## config.mk

```make
export PLATFORM = sky130hd
export DESIGN_NAME = bcd_convert_seq_flat
export DESIGN_NICKNAME = d
export VERILOG_FILES = /design/src/rtl/bcd_convert_seq_if.sv /design/src/rtl/bcd_convert_seq.sv /design/src/flat_wrapper.sv
export SDC_FILE = /design/constraint.sdc
export NUM_CORES = 1
export LEC_CHECK = 0
export BUFFER_PORTS_ARGS = -buffer_cell sky130_fd_sc_hd__buf_4
export CORE_MARGIN = 1
export CORE_UTILIZATION = 45
export CTS_CLUSTER_SIZE = 40
export DETAILED_ROUTE_END_ITERATION = 8
export PLACE_DENSITY = 0.65
export SYNTH_ARGS = -nofsm -noshare
export SYNTH_HDL_FRONTEND = slang
export SYNTH_SLANG_ARGS = --single-unit
export TNS_END_PERCENT = 20
```

## constraint.sdc

```tcl
create_clock -name clk -period 2.6 [get_ports clk]
set_clock_uncertainty 0.05 [all_clocks]
set_input_delay 0.65 -clock clk [delete_from_list [all_inputs] [get_ports clk]]
set_output_delay 0.65 -clock clk [all_outputs]
set_load 0.05 [all_outputs]
```

## src/rtl/bcd_convert_seq_if.sv

```systemverilog
// Valid/ready handshake bundle for the sequential binary-to-BCD converter.
// master = producer/consumer side, slave = converter side.
interface bcd_convert_seq_if #(
    parameter int unsigned BIN_W  = 8,
    parameter int unsigned DIGITS = 3
);
    logic                  in_valid;
    logic                  in_ready;
    logic [BIN_W-1:0]      in_bin;
    logic                  out_valid;
    logic                  out_ready;
    logic [4*DIGITS-1:0]   out_bcd;
    logic                  out_ovf;

    modport master (
        output in_valid, in_bin, out_ready,
        input  in_ready, out_valid, out_bcd, out_ovf
    );

    modport slave (
        input  in_valid, in_bin, out_ready,
        output in_ready, out_valid, out_bcd, out_ovf
    );
endinterface

```

## src/rtl/bcd_convert_seq.sv

```systemverilog
// Multi-cycle double-dabble converter: one shift-add-3 iteration per clock,
// valid/ready on both sides, sticky overflow when the value exceeds DIGITS digits.
module bcd_convert_seq #(
    parameter int unsigned BIN_W  = 8,
    parameter int unsigned DIGITS = 3
) (
    input  logic               clk,
    input  logic               rst_n,
    bcd_convert_seq_if.slave   bus
);

    localparam int unsigned ACC_W = 4 * DIGITS;
    localparam int unsigned CNT_W = (BIN_W > 1) ? $clog2(BIN_W) : 1;

    typedef enum logic [1:0] {IDLE, SHIFT, DONE} state_t;

    state_t             state_q;
    logic [BIN_W-1:0]   bin_q;
    logic [ACC_W-1:0]   acc_q;
    logic               ovf_q;
    logic [CNT_W-1:0]   cnt_q;
    logic               out_valid_q;
    logic [ACC_W-1:0]   out_bcd_q;
    logic               out_ovf_q;

    logic [ACC_W-1:0]   acc_adj;
    logic [ACC_W-1:0]   acc_shift;
    logic [BIN_W-1:0]   bin_shift;
    logic               ovf_next;
    logic               last_iter;

    // Add-3 on every digit >= 5, all digits judged from the pre-adjust value.
    always_comb begin
        acc_adj = acc_q;
        for (int k = 0; k < int'(DIGITS); k++) begin
            if (acc_q[4*k +: 4] >= 4'd5) begin
                acc_adj[4*k +: 4] = acc_q[4*k +: 4] + 4'd3;
            end
        end
    end

    assign acc_shift = {acc_adj[ACC_W-2:0], bin_q[BIN_W-1]};
    assign bin_shift = bin_q << 1;
    assign ovf_next  = ovf_q | acc_adj[ACC_W-1];
    assign last_iter = (cnt_q == CNT_W'(BIN_W - 1));

    always_ff @(posedge clk or negedge rst_n) begin
        if (!rst_n) begin
            state_q     <= IDLE;
            bin_q       <= '0;
            acc_q       <= '0;
            ovf_q       <= 1'b0;
            cnt_q       <= '0;
            out_valid_q <= 1'b0;
            out_bcd_q   <= '0;
            out_ovf_q   <= 1'b0;
        end else begin
            case (state_q)
                IDLE: begin
                    if (bus.in_valid) begin
                        bin_q   <= bus.in_bin;
                        acc_q   <= '0;
                        ovf_q   <= 1'b0;
                        cnt_q   <= '0;
                        state_q <= SHIFT;
                    end
                end
                SHIFT: begin
                    acc_q <= acc_shift;
                    bin_q <= bin_shift;
                    ovf_q <= ovf_next;
                    if (last_iter) begin
                        out_bcd_q   <= acc_shift;
                        out_ovf_q   <= ovf_next;
                        out_valid_q <= 1'b1;
                        state_q     <= DONE;
                    end else begin
                        cnt_q <= cnt_q + CNT_W'(1);
                    end
                end
                DONE: begin
                    // Result held indefinitely until the consumer takes it.
                    if (bus.out_ready) begin
                        out_valid_q <= 1'b0;
                        state_q     <= IDLE;
                    end
                end
                default: begin
                    state_q <= IDLE;
                end
            endcase
        end
    end

    assign bus.in_ready  = (state_q == IDLE);
    assign bus.out_valid = out_valid_q;
    assign bus.out_bcd   = out_bcd_q;
    assign bus.out_ovf   = out_ovf_q;

endmodule

```

## src/flat_wrapper.sv

```systemverilog
// flat-port wrapper written by rule: the top's interface ports become plain ports
module bcd_convert_seq_flat 
#(
    parameter int unsigned BIN_W  = 8,
    parameter int unsigned DIGITS = 3
)
  (clk, rst_n, bus_in_valid, bus_in_bin, bus_out_ready, bus_in_ready, bus_out_valid, bus_out_bcd, bus_out_ovf);
  bcd_convert_seq_if #(.BIN_W(BIN_W), .DIGITS(DIGITS)) bus_i ();
  input  logic clk;
  input  logic rst_n;
  input wire logic [$bits(bus_i.in_valid)-1:0] bus_in_valid;
  input wire logic [$bits(bus_i.in_bin)-1:0] bus_in_bin;
  input wire logic [$bits(bus_i.out_ready)-1:0] bus_out_ready;
  output wire logic [$bits(bus_i.in_ready)-1:0] bus_in_ready;
  output wire logic [$bits(bus_i.out_valid)-1:0] bus_out_valid;
  output wire logic [$bits(bus_i.out_bcd)-1:0] bus_out_bcd;
  output wire logic [$bits(bus_i.out_ovf)-1:0] bus_out_ovf;
  assign bus_i.in_valid = bus_in_valid;
  assign bus_i.in_bin = bus_in_bin;
  assign bus_i.out_ready = bus_out_ready;
  assign bus_in_ready = bus_i.in_ready;
  assign bus_out_valid = bus_i.out_valid;
  assign bus_out_bcd = bus_i.out_bcd;
  assign bus_out_ovf = bus_i.out_ovf;
  bcd_convert_seq #(.BIN_W(BIN_W), .DIGITS(DIGITS)) u_core (.clk(clk), .rst_n(rst_n), .bus(bus_i));
endmodule
```

Word-level counts from Yosys, hierarchy flattened
Index checks and enable logic that the tools add are counted.
{ "totals": {"reg_bits": 40, "input_bits": 12, "output_inout_bits": 15, "wordCells": 50} }
{ "op_classes": {"addsub": 4, "magnitude_cmp": 3, "eq_ne": 7, "mux": 19, "n_bitwise": 1, "reduce_logical": 8} }
{ "op_table": {"columns": ["op", "n"], "rows": [
  ["one-hot mux 12 bit (2 select lines)", 1],
  ["one-hot mux 8 bit (2 select lines)", 1],
  ["adder 4 x 2 -> 4 bit, second input constant", 3],
  ["greater-or-equal comparator 4 x 3 -> 1 bit, second input constant", 3],
  ["two-way mux 12 bit", 1],
  ["two-way mux 4 bit", 3],
  ["AND reduction 3 bit", 3],
  ["two-way mux 8 bit", 1],
  ["two-way mux 2 bit", 3],
  ["two-way mux 3 bit", 2],
  ["!= test 2 bit, second input constant", 3],
  ["one-hot mux 2 bit (3 select lines)", 1],
  ["one-hot mux 3 bit (2 select lines)", 1],
  ["one-hot mux 1 bit (2 select lines)", 2],
  ["AND reduction 2 bit", 2],
  ["nonzero test 2 bit", 2],
  ["adder 3 x 1 -> 3 bit, second input constant", 1],
  ["== test 3 bit, second input constant", 1],
  ["two-way mux 1 bit", 3],
  ["== test 2 x 1 -> 1 bit, second input constant", 1],
  ["== test 2 bit, second input constant", 1],
  ["logical NOT 2 bit", 1],
  ["!= test 2 x 1 -> 1 bit, second input constant", 1],
  ["OR 1 bit", 1]
]} }

Longest topological paths before layout
{ "depth": {"ltp_word": 4, "ltp_mapped": 6, "mapped_depth_nobuf": 6} }

Worst setup path before layout
No wires, ideal clock.
{ "synth_timing": {"kind": "flip-flop to flip-flop", "from": "reg u_core.state_q[0]", "to": "reg u_core.acc_q[1]", "setup_time_ns": 0.128, "arrival_time_ns": 1.687, "required_time_ns": 2.422, "path_slack_ns": 0.735, "path_stages_with_launch": 6, "n_path_buf": 1, "cell_sequence": "dfrtp_1 > nor2_1 > nand2_2 > buf_2 > nand3_1 > o21ai_0"} }
{ "synth_via": {"elab_chain_len": 3} }
{ "synth_rtl": {"columns": ["element", "line_no", "source"], "rows": [
  ["start: declaration", "bcd_convert_seq.sv:17", "state_t state_q;"],
  ["start signal: assignment", "bcd_convert_seq.sv:49", "state_q <= IDLE;"],
  ["start signal: assignment", "bcd_convert_seq.sv:65", "state_q <= SHIFT;"],
  ["start signal: assignment", "bcd_convert_seq.sv:76", "state_q <= DONE;"],
  ["logical NOT 2 bit *", null, null],
  ["via bus_in_ready", "flat_wrapper.sv:14", "output wire logic [$bits(bus_i.in_ready)-1:0] bus_in_ready;"],
  ["!= test 2 bit (no source line) / nonzero test 2 bit (equally long branches)", null, null],
  ["AND reduction 2 bit (no source line)", null, null],
  ["end signal: assignment", "bcd_convert_seq.sv:69", "acc_q <= acc_shift;"],
  ["end: declaration", "bcd_convert_seq.sv:19", "logic [ACC_W-1:0] acc_q;"]
]} }
Mark *: on every way through the listed nets, which the timed path passes. The rest lies on a longest branch.
A chain may end at the register's enable or synchronous reset.

Worst setup path after layout
{ "layout_timing": {"from": "reg u_core.state_q[0]", "to": "out bus_in_ready"} }
{ "layout_via": {"elab_chain_len": 1} }
{ "layout_rtl": {"columns": ["element", "line_no", "source"], "rows": [
  ["logical NOT 2 bit", "bcd_convert_seq.sv:95", "assign bus.in_ready = (state_q == IDLE);"],
  ["end: declaration", "flat_wrapper.sv:14", null]
]} }
No other way between the ends.

==> out/metrics.yaml <==
route:
  dr_total_vias: 1434
  drc: 0
  wirelength_mm: 3.44
  avgRoutedWirePerCell_um: 12.5
  drtIter0Drc: 90
  ant_nets: 0
  vias_per_cell: 5.20
  firstDrtPassIters: 4
yosys:
  syn_nets: 218
  avgSynthCellArea_um2: 9.83
  ys_ff_latch: 40
  synth_seq_area_share: 0.514
  synth_edf_count: 0
  netlist.area_leader.share: 0.514
  ys.flop_type: "dfrtp_1"
  synth.largest_area_cell: "dfrtp_1"
  ys_top_cells_by_count: "dfrtp_1 (40), nand2_1 (33), o21ai_0 (16), a21oi_1 (13)"
  synthTopCellsByArea: "dfrtp_1 (51%), nand2_1 (6.4%), ha_1 (5.1%)"
  ys_types: 28
  yosysWarnings: 0
  synth.most_common_cell: "dfrtp_1"
  synth_area_mm2: 0.00195
  async_flop_share: 1.00
  syn_inst: 198
clock_network:
  clockBufferDepth: 2
  cts_tree: "done"
  cts_hold_buf: 0
  cts_setup_buffers: 0
  clkLatencyLatePin_ps: 280
  clock_sinks: 40
  cts_max_level: 2
  cts_root_buf: "clkbuf_8"
  cts_resized: 0
  clkTransAtPathRegs_ps: 70
  cts_buffers: 5
sta:
  finalHoldViolCount: 0
  fin_crit_sh: 0.697
  worst_pin_slew_ps: 683
  drv_slew: 0
  setup_viol: 0
  rsz0062_at_grt: "no"
  relSlewSlack: 0.545
  fin_setup_tns_ps: 0
  fmax_mhz: 552
  timing.final.crit_period_ps: 1810
pwr:
  peakVddDrop_uv: 546
  power_density_mw_per_mm2: 1430
  leakage_nw: 1.05
  p_total_mw: 3.22
finish:
  diodes: 0
  nFillCells: 403
  area_delta_synth_final_pct: 15.8
  postLayoutCellArea_mm2: 0.00225
  final-seq-area_mm2: 0.00100
  final_nets: 245
  multi_input_area_um2: 852
  drive_above_1_share: 0.235
global_routing:
  grtUsageTotal: 0.173
  grt_pass1_vias: 1317
  grt-ovfl-total: 0
  grt_max_degree: 41
  grt_pass1_wl_mm: 5.84
  antenna_found_initial: 0
worst_setup_path:
  crit_arrival_ps: 1110
  path_class: "reg2out"
  timing.rr.start: "u_core.acc_q[0]"
  cp-end-kind: "output pin"
  reg2regPathDepth: 6
  required_ps: 1900
  startpoint: "u_core.state_q[0]"
  crit_path_max_fanout: 6
  worstSetupStartpointType: "flip-flop"
floorplanning:
  start_util: 0.476
  pin_count: 27
  fp.dieH_um: 67.8
  num_rows: 23
  coreArea_mm2: 0.00409
  die_area_mm2: 0.00459
  die_x_um: 67.8
placement:
  gp_congestion: 0.789
  port_buffers: 26
  placed_area_mm2: 0.00216
  dp_hpwl_mm: 2.32
worst_hold_path:
  hp-class: "in2async"
outcome:
  status: "completed"
flow_run:
  maxCapViolations: 0
-- critical path, cell delays in order (launching register included) --
cell     delay [ps]
dfrtp_1         430
nor2_1          180
buf_4           220
-- flip-flops by register name, indices dropped and copies added, names as in the netlist --
name / count
u_core.acc_q: 12
u_core.bus.out_bcd: 12
u_core.bin_q: 8
u_core.cnt_q: 3
u_core.state_q: 2
u_core.bus.out_ovf: 1
u_core.bus.out_valid: 1
u_core.ovf_q: 1
-- per-stage QoR --
stage | instances | hold WS (ps) | utilization | worst slack, ps
after floorplan | 198 | 304 | - | 735
after global placement | 268 | 414 | 0.529 | 895
after detailed placement | 268 | 417 | 0.529 | 863
after CTS | 276 | 300 | 0.551 | 768
after global routing | 276 | 314 | 0.551 | 689
final | 276 | 289 | 0.551 | 788
-- cells by family (layout without fill, tap and decap cells) --
family,count (synthesis),after routing,share of synthesized area
AND/OR/NAND/NOR,74,74,0.185
AO/OA/AOI/OAI,51,51,0.158
flip-flops,40,40,0.514
buffers and inverters,17,45,0.0476
adder cells (fa/ha/maj),8,8,0.0514
multiplexers,5,5,0.0309
XOR/XNOR,3,3,0.0135
-- final timing paths --
| path | endpoint | slack (ps) |
|---|---|---|
| max | bus_in_ready | 790 |
| min | u_core.bus.out_bcd[3] | 290 |
| max reg2reg | u_core.acc_q[2] | 840 |
| min reg2reg | u_core.bus.out_bcd[6] | 430 |
| max in group asynchronous | u_core.ovf_q | 1870 |
| min in group clk | u_core.bus.out_bcd[6] | 430 |
-- where the power goes --
group | switching [mW] | internal (mW) | total [mW]
sequential | 0.206 | 0.911 | 1.12
combinational | 1.07 | 0.621 | 1.69
clock | 0.193 | 0.216 | 0.409
total | 1.47 | 1.75 | 3.22
-- per-layer routing --
layer | GRT usage | routed length, um
met1 | 0.217 | 1650
met2 | 0.272 | 1610
met3 | 0.0490 | 157
met4 | 0.0824 | 22
met5 | 0 | 0
-- cell type report --
cell class | count | share of cell area
inverter | 8 | 0.0133
tap | 50 | 0.0278
timing repair buffer | 29 | 0.0966
sequential | 40 | 0.444
multi-input combinational | 141 | 0.378
clock buffer | 8 | 0.0400
-- layout by cell type (no fill, tap or decap), drive strengths merged --
cell,n
mux2,5
a22o,2
buf,29
inv,8
nand3,11
nor2,13
nor2b,1
nand2b,4
ha,8
nor3,3
o21ai,27
nand2,35
a21oi,13
xnor2,3
clkbuf,8
nor3b,7
dfrtp,40
o31ai,2
a31oi,7
Note: power is estimated with default switching activity, not from simulation.
